File: src/rtl/bcd_serial_addsub.sv
// Digit-serial packed-BCD adder/subtractor, one digit per clock, LSD first.
// Define BCD_BIN_OUT_EN to add the serially built binary result port out_bin.
module bcd_serial_addsub #(
    parameter int DIGITS = 4
) (
    input  logic                  clk,
    input  logic                  rst_n,
    input  logic                  in_valid,
    output logic                  in_ready,
    input  logic [DIGITS*4-1:0]   in_a,
    input  logic [DIGITS*4-1:0]   in_b,
    input  logic                  in_sub,
    output logic                  out_valid,
    input  logic                  out_ready,
    output logic [DIGITS*4-1:0]   out_sum,
    output logic                  out_carry,
`ifdef BCD_BIN_OUT_EN
    output logic [DIGITS*4:0]     out_bin,
`endif
    output logic                  out_err
);
    localparam int W  = DIGITS * 4;
    localparam int CW = (DIGITS > 1) ? $clog2(DIGITS) : 1;

    typedef enum logic [1:0] {IDLE, RUN, DONE} state_t;

    state_t          state_q, state_d;
    logic [CW-1:0]   cnt_q, cnt_d;
    logic [W-1:0]    a_q, a_d, b_q, b_d, res_q, res_d;
    logic [W-1:0]    sum_q, sum_d;
    logic            sub_q, sub_d, err_q, err_d, c_q, c_d;
    logic            carry_q, carry_d, eout_q, eout_d;

    logic [3:0]      ak, bk, bp, dig;
    logic [4:0]      s, s10;
    logic            cout, last;
    logic [W-1:0]    res_n;

`ifdef BCD_BIN_OUT_EN
    logic [W:0]      wt_q, wt_d, acc_q, acc_d, bin_q, bin_d;
    logic [W:0]      wt10, acc_n;
`endif

    function automatic logic has_bad(input logic [W-1:0] v);
        logic r;
        r = 1'b0;
        for (int i = 0; i < DIGITS; i++)
            if (v[4*i +: 4] > 4'd9) r = 1'b1;
        return r;
    endfunction

    // Digit slice: subtraction adds the nine's complement plus initial carry.
    always_comb begin
        ak   = a_q[4*int'(cnt_q) +: 4];
        bk   = b_q[4*int'(cnt_q) +: 4];
        bp   = sub_q ? (4'd9 - bk) : bk;
        s    = {1'b0, ak} + {1'b0, bp} + {4'd0, c_q};
        s10  = s - 5'd10;
        cout = (s > 5'd9);
        dig  = cout ? s10[3:0] : s[3:0];
        last = (cnt_q == CW'(DIGITS - 1));
        res_n = res_q;
        res_n[4*int'(cnt_q) +: 4] = dig;
    end

    always_comb begin
        state_d = state_q;
        cnt_d   = cnt_q;
        a_d     = a_q;
        b_d     = b_q;
        sub_d   = sub_q;
        err_d   = err_q;
        c_d     = c_q;
        res_d   = res_q;
        sum_d   = sum_q;
        carry_d = carry_q;
        eout_d  = eout_q;
`ifdef BCD_BIN_OUT_EN
        wt10  = (wt_q << 3) + (wt_q << 1);
        acc_n = acc_q + ((W+1)'(dig) * wt_q);
        wt_d  = wt_q;
        acc_d = acc_q;
        bin_d = bin_q;
`endif
        case (state_q)
            IDLE: begin
                if (in_valid) begin
                    state_d = RUN;
                    a_d     = in_a;
                    b_d     = in_b;
                    sub_d   = in_sub;
                    err_d   = has_bad(in_a) | has_bad(in_b);
                    c_d     = in_sub;
                    res_d   = '0;
                    cnt_d   = '0;
`ifdef BCD_BIN_OUT_EN
                    wt_d  = (W+1)'(1);
                    acc_d = '0;
`endif
                end
            end
            RUN: begin
                res_d = res_n;
                c_d   = cout;
                cnt_d = CW'(cnt_q + 1'b1);
`ifdef BCD_BIN_OUT_EN
                acc_d = acc_n;
                wt_d  = wt10;
`endif
                if (last) begin
                    state_d = DONE;
                    cnt_d   = '0;
                    eout_d  = err_q;
                    sum_d   = err_q ? '0 : res_n;
                    carry_d = err_q ? 1'b0 : (sub_q ? ~cout : cout);
`ifdef BCD_BIN_OUT_EN
                    bin_d = err_q ? '0 :
                            acc_n + ((!sub_q && cout) ? wt10 : '0);
`endif
                end
            end
            DONE: begin
                if (out_ready) state_d = IDLE;
            end
            default: state_d = IDLE;
        endcase
    end

    always_ff @(posedge clk) begin
        if (!rst_n) begin
            state_q <= IDLE;
            cnt_q   <= '0;
            a_q     <= '0;
            b_q     <= '0;
            sub_q   <= 1'b0;
            err_q   <= 1'b0;
            c_q     <= 1'b0;
            res_q   <= '0;
            sum_q   <= '0;
            carry_q <= 1'b0;
            eout_q  <= 1'b0;
`ifdef BCD_BIN_OUT_EN
            wt_q  <= '0;
            acc_q <= '0;
            bin_q <= '0;
`endif
        end else begin
            state_q <= state_d;
            cnt_q   <= cnt_d;
            a_q     <= a_d;
            b_q     <= b_d;
            sub_q   <= sub_d;
            err_q   <= err_d;
            c_q     <= c_d;
            res_q   <= res_d;
            sum_q   <= sum_d;
            carry_q <= carry_d;
            eout_q  <= eout_d;
`ifdef BCD_BIN_OUT_EN
            wt_q  <= wt_d;
            acc_q <= acc_d;
            bin_q <= bin_d;
`endif
        end
    end

    assign in_ready  = (state_q == IDLE);
    assign out_valid = (state_q == DONE);
    assign out_sum   = sum_q;
    assign out_carry = carry_q;
    assign out_err   = eout_q;
`ifdef BCD_BIN_OUT_EN
    assign out_bin   = bin_q;
`endif

endmodule
File: config.mk
export PLATFORM = sky130hd
export DESIGN_NAME = bcd_serial_addsub
export DESIGN_NICKNAME = d
export VERILOG_FILES = /design/src/rtl/bcd_serial_addsub.sv
export SDC_FILE = /design/constraint.sdc
export NUM_CORES = 1
export LEC_CHECK = 0
export ABC_AREA = 1
export BUFFER_PORTS_ARGS = -buffer_cell sky130_fd_sc_hd__buf_2
export CORE_UTILIZATION = 25
export DETAILED_ROUTE_END_ITERATION = 8
export PLACE_DENSITY = 0.53
export SYNTH_ARGS = -nofsm -noshare
export SYNTH_HDL_FRONTEND = slang
export SYNTH_SLANG_ARGS = --single-unit
File: constraint.sdc
create_clock -name clk -period 4 [get_ports clk]
set_input_delay 0.4 -clock clk [delete_from_list [all_inputs] [get_ports clk]]
set_output_delay 0.4 -clock clk [all_outputs]
set_load 0.05 [all_outputs]
==> impl_results.md, run 1 <==
- Port Buffer Count: 56
- Synth Flop Type: dfxtp_1
- Clk root buf: clkbuf_16
- Final slew viol count: 0
- Seq/Total Area, Yosys: 40.26%
- Clock Latency Late Sink: 0.33 ns
- Setup TNS: 0 ns
- Hold buffers post-CTS: 0
- Detailed Routing Iterations Pass 1: 4
- Routability cong.: 0.7941
- First-pass GRT wire length: 15.35 mm
- R2r endpoint: out_sum[6]
- Vias in the first global route: approximately 3200
- Critical path launch point: cnt_q[1]
- Cell Area, Placed: 0.004080 mm2
- Count of final setup violators: 0
- Die height: 122.5 um
- Layout area overhead: 20.92%
- Remaining DRCs: 0
- Total track usage: between 10% and 20%
- Max-cap check violation count: 0
- Initial antenna violation count: 0
- Worst-path cell with the longest stage delay: dfxtp_1
- Reg2reg start: cnt_q[1]
- DPL Wire Length: 6.609 mm
- Final min period: 3.548 ns
- Via/cell ratio: about 4.5
- Synthesized Nets: 548
- Std-Cell Rows: 43
- Fin nets: ~600
- Finished layout cell area: 0.004389 mm2
- Final period util: 88.70%
- CTS HTree Levels: 3
- CP Capture Point: out_sum[6]
- Hold WC Path Type: primary input to flop
- Number of synthesized flops with an enable pin: 0
- Layout Skew: 0.007605 ns
- Hold path cells: 3
- Wire per inst: between 10 and 15 um
- Worst IR drop on VDD: ~0.17 mV
- Crit path DAT: 3.82 ns
- CTS clock-pin slew for the worst setup and hold paths: 0.06 ns
- Yosys top cell by area: dfxtp_1
- Crit-path max FO: 9
- Pin count of the biggest net entering global routing: 39
- Fin. Hold Viols: 0
- Core Box Area: between 0.01 and 0.015 mm2
- Post-Synthesis Cells: 498
- Finished Core Util: 31.26%
- Pwr dens: 476.6 mW/mm2
- Status: completed
- Relative slew slack: 46.98%
- CTS Buf Count: 9
- CTS tree: done
- CP endpoint kind: flop
- Avg Cell Area, Syn: ~7.3 um2
- CP max stage delay: 0.48 ns
- #FFs+latches synth: 73
- CTS max path bufs: 2
- Setup CP Type: flop to flop
- R2R Setup Slk: 0.45 ns
- Fraction of final layout cells with drive strength greater than 1: 20.61%
- R2r worst-path depth: 17
- Share of flip-flops with an asynchronous set or reset: 0%
- Total Wirelength: 9.211 mm
- Initial drt markers: 160
- Warnings from Yosys: 0
- IO Count: 57
- Synth top area cells: dfxtp_1 40%, nand2_1 12%, o21ai_0 7.3%
- Total power: between 2 and 2.5 mW
- Post-synth top area share: between 40 and 50%
- Reported leakage power: 1.840 nW
- Sink Count: 73
- Cell Chain, Critical Path: clkinvlp_4, buf_4, a32o_1, fa_1, inv_2, fa_1, inv_1, ha_1, nand2_1, a21boi_4, nand2_4, nand3b_1, nand2_4, nand4_1, nand2_1, nand2_1, a21oi_2
- Mapped Area: approximately 0.0036 mm2
- Synth unique cells: 39
- Grt ovf: 0
- Initial Utilization: about a quarter
- Startpoint Class: flop
- Die area: 0.01501 mm2
- Via Count: 3316
- Die span in x: 122.5 um
- # diodes: 0
- Post-route ant nets: 0
- Least-Margin Pin Slew: 0.7933 ns
- WP data required: 4.27 ns
- Highest clock rate: around 280 MHz
- Most common cell on crit path: nand2_1
- RSZ-0062 raised after global routing: false
-- cell usage in the layout (no fill, tap or decap), types with 2 or more instances in the layout --
master and n:
a21oi_1 43, clkbuf_16 9, o21ai_2 2, nand4_1 5, nand2_2 2, nand3_1 11, buf_2 56, fa_1 2
inv_1 35, a32o_1 2, nor2_1 67, nand3_2 3, o21ai_0 53, inv_2 3, o21ai_1 3, ha_1 11
nor2_4 2, dfxtp_1 73, buf_4 9, o21a_1 2, clkbuf_8 3, o21bai_2 2, xnor2_1 2, clkinvlp_4 2
a21oi_2 8, o22ai_1 2, nand2_4 6, nand2_1 119
-- state kept, by name (all words and copies together) (netlist names) --
signal	count
err_q	1
b_q	16
a_q	16
out_sum	16
out_carry	1
c_q	1
out_err	1
sub_q	1
state_q	2
cnt_q	2
res_q	16
-- report_power, final --
part | total [mW] | switching (mW) | internal (mW) | leakage [nW]
Sequential | 0.787 | 0.0221 | 0.764 | 0.597
Combinational | 0.545 | 0.358 | 0.188 | 1.11
Clock | 0.760 | 0.294 | 0.466 | 0.138
Total | 2.09 | 0.674 | 1.42 | 1.84
-- cell type report --
type / instances / area (um2)
sequential: 73 / 1461
clock buffer: 13 / 270.3
tap: 180 / 225.2
multi-input combinational: 361 / 1922
clock inverter: 2 / 12.51
inverter: 39 / 150.1
fill: 1494 / 9653
timing repair buffer: 65 / 347.8
-- how the worst min path moves through the flow --
stage,startpoint,end,slack (ns)
CTS,in_b[4],b_q[4],0.32
global placement,out_err,out_err,0.45
finish,in_b[4],b_q[4],0.32
floorplan,a_q[10],a_q[10],0.43
detailed placement,out_err,out_err,0.45
global route,in_a[6],a_q[6],0.34
-- cells by family after synthesis --
group                    Yosys count  synth area share (%)
XOR/XNOR                           2                0.4827
adder cells (fa/ha/maj)           13                 4.895
AND/OR/NAND/NOR                  220                 26.85
AO/OA/AOI/OAI                    126                 20.51
buffers and inverters             64                 6.997
flip-flops                        73                 40.26
-- per-stage QoR --
step | hold WS [ns] | std cells | setup slack, ns
after floorplan | 0.4297 | 498 | 0.6847
after global placement | 0.4496 | 716 | 0.4844
after detailed placement | 0.4497 | 716 | 0.3486
after CTS | 0.3169 | 731 | 0.3338
after global routing | 0.3358 | 733 | 0.1674
final | 0.3224 | 733 | 0.4519
-- worst max-delay path: cells and delay by family (launching register included) --
kind / cells / cell delay (ns)
AND/OR/NAND/NOR: 7 / 0.69
flip-flops: 1 / 0.48
adder cells (fa/ha/maj): 3 / 1.07
AO/OA/AOI/OAI: 3 / 0.55
buffers and inverters: 4 / 0.68
-- what timing repair did --
action                                 4_1_cts  5_1_grt
setup endpoints to repair                    0       12
endpoints found under the hold margin        0        0
setup buffers                                0        2
resized for setup                            0        2
-- routing by layer --
| metal | GRT usage, % | vias to the layer above | wire (um) | share of wire, % |
|---|---|---|---|---|
| met4 | 4.726 | 0 | 111 | 1.2 |
| li1 | - | 1725 | - | - |
| met3 | 3.346 | 10 | 443 | 4.8 |
| met2 | 21.45 | 63 | 4349 | 47 |
| met5 | 0 | - | 0 | 0 |
| met1 | 16.53 | 1518 | 4306 | 47 |
-- cells in the mapped netlist, types with 2 or more instances --
master	instances
nand2_2	2
nor2_4	2
o21ai_1	3
o21a_1	2
o21ai_0	53
buf_2	11
a32o_1	2
a21oi_1	43
nor2_1	67
nand3_1	11
nand4_1	5
o21ai_2	2
ha_1	11
dfxtp_1	73
inv_2	3
nand2_4	6
buf_1	3
a21oi_2	8
nand3_2	3
a32oi_1	2
o22ai_1	2
inv_1	36
xnor2_1	2
o21bai_2	2
fa_1	2
nand2_1	119
clkbuf_1	11
(Power assumes the default switching activity.)
==> inputs of run 2 (changes only) <==
==> constraint.sdc (replaced) <==
create_clock -name clk -period 3.3 [get_ports clk]
set_input_delay 0.33 -clock clk [delete_from_list [all_inputs] [get_ports clk]]
set_output_delay 0.33 -clock clk [all_outputs]
set_load 0.05 [all_outputs]
==> run 2 against run 1 <==
Against the previous run:
- clock skew is 0.0032 ns lower
- critical path depth is 1 higher
- via count is 0.72% higher
- power is 26% higher
- sequential power is 21% higher
- critical endpoint unchanged
- largest cell class unchanged
==> impl_results.md, run 2 (same netlist as run 1, synthesis figures left out) <==
- Die area: around 0.015 mm2
- DPL Wire Length: 6.670 mm
- Crit path DAT: 3.39 ns
- Hold Slack: between 0.2 and 0.25 ns
- Highest clock rate: between 300 and 400 MHz
- Initial antenna violation count: 0
- Std-Cell Rows: 43
- Layout area overhead: 24.44%
- Routability cong.: 0.8236
- Commonest non-fill, non-tap cell in the layout: nand2_1
- First-pass GRT wire length: 15.29 mm
- Relative slew slack: between 50 and 60%
- Max-cap check violation count: 0
- Wire per inst: 12.49 um
- Least-Margin Pin Slew: 0.6178 ns
- Worst IR drop on VDD: 0.2840 mV
- Initial drt markers: 150
- Initial Utilization: 25.85%
- Grt ovf: 0
- Via Count: 3340
- Total track usage: 13.20%
- CTS Buf Count: 9
- Final min period: 3.118 ns
- Hold path start: in_b[8]
- Finished layout cell area: 0.004517 mm2
- CP max stage delay: 0.46 ns
- CTS max path bufs: 2
- R2R Setup Slk: around 0.18 ns
- Pwr dens: just under 600 mW/mm2
- Cell Area, Placed: 0.004125 mm2
- Die span in x: 122.5 um
- IO Count: 57
- Count of final setup violators: 0
- Reported leakage power: 1.892 nW
- Final period util: 94.47%
- Critical path launch point: cnt_q[0]
- CTS clock-pin slew for the worst setup and hold paths: approximately 0.06 ns
- CP endpoint kind: flop
- Cell Chain, Critical Path: buf_6, o21ai_1, o22ai_1, xnor2_1, fa_1, inv_2, fa_2, inv_2, ha_4, nand2_1, a21boi_4, nand2_4, nand3b_1, nand2_4, nand4_1, nand2_1, nand2_1, a21oi_2
- Final slew viol count: 0
- CTS tree: done
- Total power: 2.638 mW
- Finished Core Util: 32.17%
- Fraction of final layout cells with drive strength greater than 1: 22.91%
- Pin count of the biggest net entering global routing: 37
- # diodes: 0
- Worst-path cell with the longest stage delay: fa_2
- Vias in the first global route: around 3200
- Remaining DRCs: 0
- Hold WC Path Type: primary input to flop
- Sink Count: 73
- Setup CP Type: flop to flop
- Status: completed
- Clk root buf: clkbuf_16
- Reg2reg start: cnt_q[0]
- Hold buffers post-CTS: 0
- Crit-path max FO: 6
- Detailed Routing Iterations Pass 1: 4
- Fin nets: between 600 and 700
- Commonest non-fill, non-tap cells in the layout: 119 x nand2_1, 71 x dfxtp_1, 67 x nor2_1
- Core Box Area: around 0.014 mm2
- Fin. Hold Viols: 0
- Die height: 122.5 um
- Port Buffer Count: 56
- Clock Latency Late Sink: about 0.34 ns
- WP data required: about 3.6 ns
- Post-route ant nets: 0
- Layout Skew: 0.004429 ns
- Most common cell on crit path: nand2_1
- CTS HTree Levels: 3
- Startpoint Class: flop
- Via/cell ratio: 4.495
- Total Wirelength: ~9.3 mm
[run 2: changes by cell type in the layout (fill, tap and decap cells not counted), sizes merged]
cell	previous run	this run
clkinv	1	2
buf	65	74
clkinvlp	2	0
bufinv	0	1
inv	38	39
[run 2: power by group]
group	switching (mW)	internal [mW]	total, mW
clock network	0.360	0.604	0.963
logic	0.451	0.268	0.719
registers	0.0286	0.927	0.955
[run 2: worst paths after layout]
kind / end / depth (start not counted)
hold / removal: b_q[8] / 3
setup / recovery: out_sum[6] / 18
setup reg to reg: out_sum[6] / 18
hold reg to reg: out_err / 2
[run 2: worst max-delay path: cells and delay by family (launching register included)]
family,cells,cell delay [ns]
and+or+nand+nor,7,0.70
buffers and inverters,3,0.32
adders and majority gates,3,0.99
DFF,1,0.36
xor gates and xnor gates,1,0.15
AOI/OAI and AO/OA,4,0.56
[run 2: what timing repair did]
action / in CTS / in global routing
resized for setup: 1 / 21
pin swaps: 0 / 10
endpoints found under the setup margin: 6 / 25
hold endpoints to repair: 0 / 0
setup buffers: 0 / 5
[run 2: cell type report]
class | count | area (um2)
Fill cell | 1512 | 9525
Clock inverter | 3 | 40.04
Clock buffer | 13 | 250.2
Tap cell | 180 | 225.2
Inverter | 39 | 153.9
Timing Repair Buffer | 74 | 426.7
Sequential cell | 73 | 1466
Multi-Input combinational cell | 361 | 1954
[run 2: per-stage QoR]
stage	setup slack (ns)	instances	TNS [ns]
2_1_floorplan	0.08678	498	0
3_3_place_gp	0.1593	722	0
3_5_place_dp	-0.02574	722	-0.08998
4_1_cts	0.01903	738	0
5_1_grt	-0.02646	743	-0.02646
6_report	0.1824	743	0
[run 2: routing by layer]
layer / GRT usage [%] / up-vias / part of all wire, %
li1: - / 1746 / -
met1: 16.79 / 1519 / 50
met2: 20.96 / 60 / 45
met3: 3.717 / 15 / 4.1
met4: 5.183 / 0 / 1.6
met5: 0 / - / 0
==> inputs of run 3 (changes only) <==
--- a/config.mk
+++ b/config.mk
@@ -7,9 +7,11 @@
 export LEC_CHECK = 0
 export ABC_AREA = 1
 export BUFFER_PORTS_ARGS = -buffer_cell sky130_fd_sc_hd__buf_2
+export CORE_ASPECT_RATIO = 0.75
 export CORE_UTILIZATION = 25
 export DETAILED_ROUTE_END_ITERATION = 8
 export PLACE_DENSITY = 0.53
+export SLEW_MARGIN = 20
 export SYNTH_ARGS = -nofsm -noshare
 export SYNTH_HDL_FRONTEND = slang
 export SYNTH_SLANG_ARGS = --single-unit
==> run 3 against run 2 <==
Against the previous run:
- critical path depth is 2 lower
- clock skew increased by 0.0050 ns
- clock power is 4% higher
- highest routed layer unchanged
- die area barely moved
- first-iteration DRC count up 21%
- via count grew 1.2%
- wire length is 5.3% higher
==> impl_results.md, run 3 (same netlist as run 1, synthesis figures left out) <==
- Vias in the first global route: 3242
- RSZ-0062 raised after global routing: true
- Commonest non-fill, non-tap cells in the layout: 119 x nand2_1, 71 x dfxtp_1, 67 x nor2_1
- Final min period: 3.114 ns
- Post-route ant nets: 0
- Reported leakage power: 1.901 nW
- Port Buffer Count: 56
- Sw Share: 31.97%
- Initial Utilization: 26.05%
- Routability cong.: 0.8259
- Number of fill cells: around 1500
- Least-Margin Pin Slew: 0.8806 ns
- Hold WC Path Type: primary input to flop
- Die height: 106.4 um
- Via Count: 3380
- CTS tree: done
- Initial drt markers: ~180
- Startpoint Class: flop
- Post-Place Cells: 735
- CTS Buf Count: 9
- Sequential cell area: ~0.0015 mm2
- Crit path DAT: 3.37 ns
- Pwr dens: 582.8 mW/mm2
- DPL Wire Length: 6.803 mm
- Core Box Area: 0.01393 mm2
- Grt ovf: 0
- Layout area overhead: 26.71%
- Sink Count: 73
- Wire per inst: 12.91 um
- Max-cap check violation count: 0
- CTS HTree Levels: 3
- CTS clock-pin slew for the worst setup and hold paths: 0.06 ns
- Total track usage: ~14%
- Initial antenna violation count: 0
- Count of final setup violators: 0
- Highest clock rate: 321.1 MHz
- Total Wirelength: ~9.8 mm
- Pin count of the biggest net entering global routing: 39
- Via/cell ratio: 4.465
- Std-Cell Rows: 37
- Detailed Routing Iterations Pass 1: 4
- Fin nets: 607
- Die span in x: 141.1 um
- Area of the multi-input gates: 0.001977 mm2
- Fin. Hold Viols: 0
- Final period util: 94.37%
- # diodes: 0
- Worst IR drop on VDD: 0.3291 mV
- Setup CP Type: flop to flop
- Fraction of final layout cells with drive strength greater than 1: about a quarter
- Layout Skew: 0.009470 ns
- Clk root buf: clkbuf_16
- IO Count: 57
- Commonest non-fill, non-tap cell in the layout: nand2_1
- NetSw: 857.0 uW
- Relative slew slack: 41.23%
- Remaining DRCs: 0
- Reg power frac: 35.6%
- Crit-path max FO: 6
- Internal power: ~1.8 mW
- Total power: around 2.7 mW
- Status: completed
- Final slew viol count: 0
- First-pass GRT wire length: 16.35 mm
- Clock Latency Late Sink: 0.34 ns
- Clock network power share: 37.4%
- WP data required: 3.55 ns
- Power share of the combinational group: between 20 and 30%
- Die area: around 0.015 mm2
- Hold Slack: 0.2448 ns
- CP endpoint kind: flop
- CTS max path bufs: 2
- Final cell count without fillers: 757
run 3: cell types whose count changed in the layout (fill, tap and decap cells not counted), moves of 2 or more:
cell	delta
clkinvlp_4	+3
buf_6	-2
clkbuf_1	-2
buf_4	-2
a21oi_1	-3
o21ai_1	-2
a21oi_2	+3
run 3: through the flow:
stage / utilization (%) / setup slack (ns) / cell area (um2) / TNS, ns
finish: 33.01 / 0.1857 / 4599 / 0
detailed placement: 29.72 / -0.1950 / 4141 / -2.478
global placement: 29.72 / -0.06705 / 4141 / -0.1962
global route: 33.01 / -0.02768 / 4599 / -0.1070
floorplan: - / 0.08678 / 3631 / 0
CTS: 32.30 / 0.01699 / 4501 / 0
run 3: path summary, 6_finish.rpt:
check | cells after the start | end | slack, ns | startpoint
setup / recovery | 16 | res_q[7] | 0.19 | cnt_q[1]
hold / removal | 3 | a_q[6] | 0.24 | in_a[6]
setup reg to reg | 16 | res_q[7] | 0.19 | cnt_q[1]
hold reg to reg | 2 | a_q[10] | 0.46 | a_q[10]
run 3: power groups by stage:
stage	sequential, mW	clock [mW]	combinational (mW)
after floorplan	0.964	0	0.511
after global placement	0.971	0	0.644
after detailed placement	0.971	0	0.661
after CTS	0.954	1.03	0.675
after global routing	0.960	1.06	0.808
final	0.955	1.00	0.724
run 3: area by class of cell:
type                       instances  area share (%)
clock buffer                      12           5.577
clock inverter                     4           1.115
inverter                          39           3.319
multi-input combinational        361           42.98
sequential                        73           31.94
tap                              195           5.305
timing repair buffer              72           9.603
timing repair inverter             1          0.1632
run 3: worst max-delay path: stages (launching register included):
cell        delay, ns
dfxtp_4          0.39
clkinvlp_4       0.18
a32o_1           0.33
fa_2             0.36
inv_2            0.08
fa_2             0.46
inv_2            0.12
ha_4             0.15
nand2_1          0.06
a21boi_4         0.15
nand2_4          0.10
nand2_8          0.08
nand2_4          0.09
nand4_4          0.12
o21bai_2         0.17
nand2_1          0.08
a21oi_1          0.13
run 3: routing by layer:
metal / global-route usage (%) / part of all wire [%] / up-vias
li1: - / - / 1742
met3: 2.973 / 4.4 / 10
met2: 21.15 / 43 / 72
met1: 19.24 / 51 / 1556
met4: 5.357 / 1.2 / 0
met5: 0 / 0 / -
run 3: what timing repair did:
action / in CTS / in global routing
hold buffers: 0 / 0
buffers inserted: 1 / 3
gates cloned: 2 / 0
setup endpoints to repair: 24 / 25
resized for setup: 5 / 20
pin swaps: 0 / 6
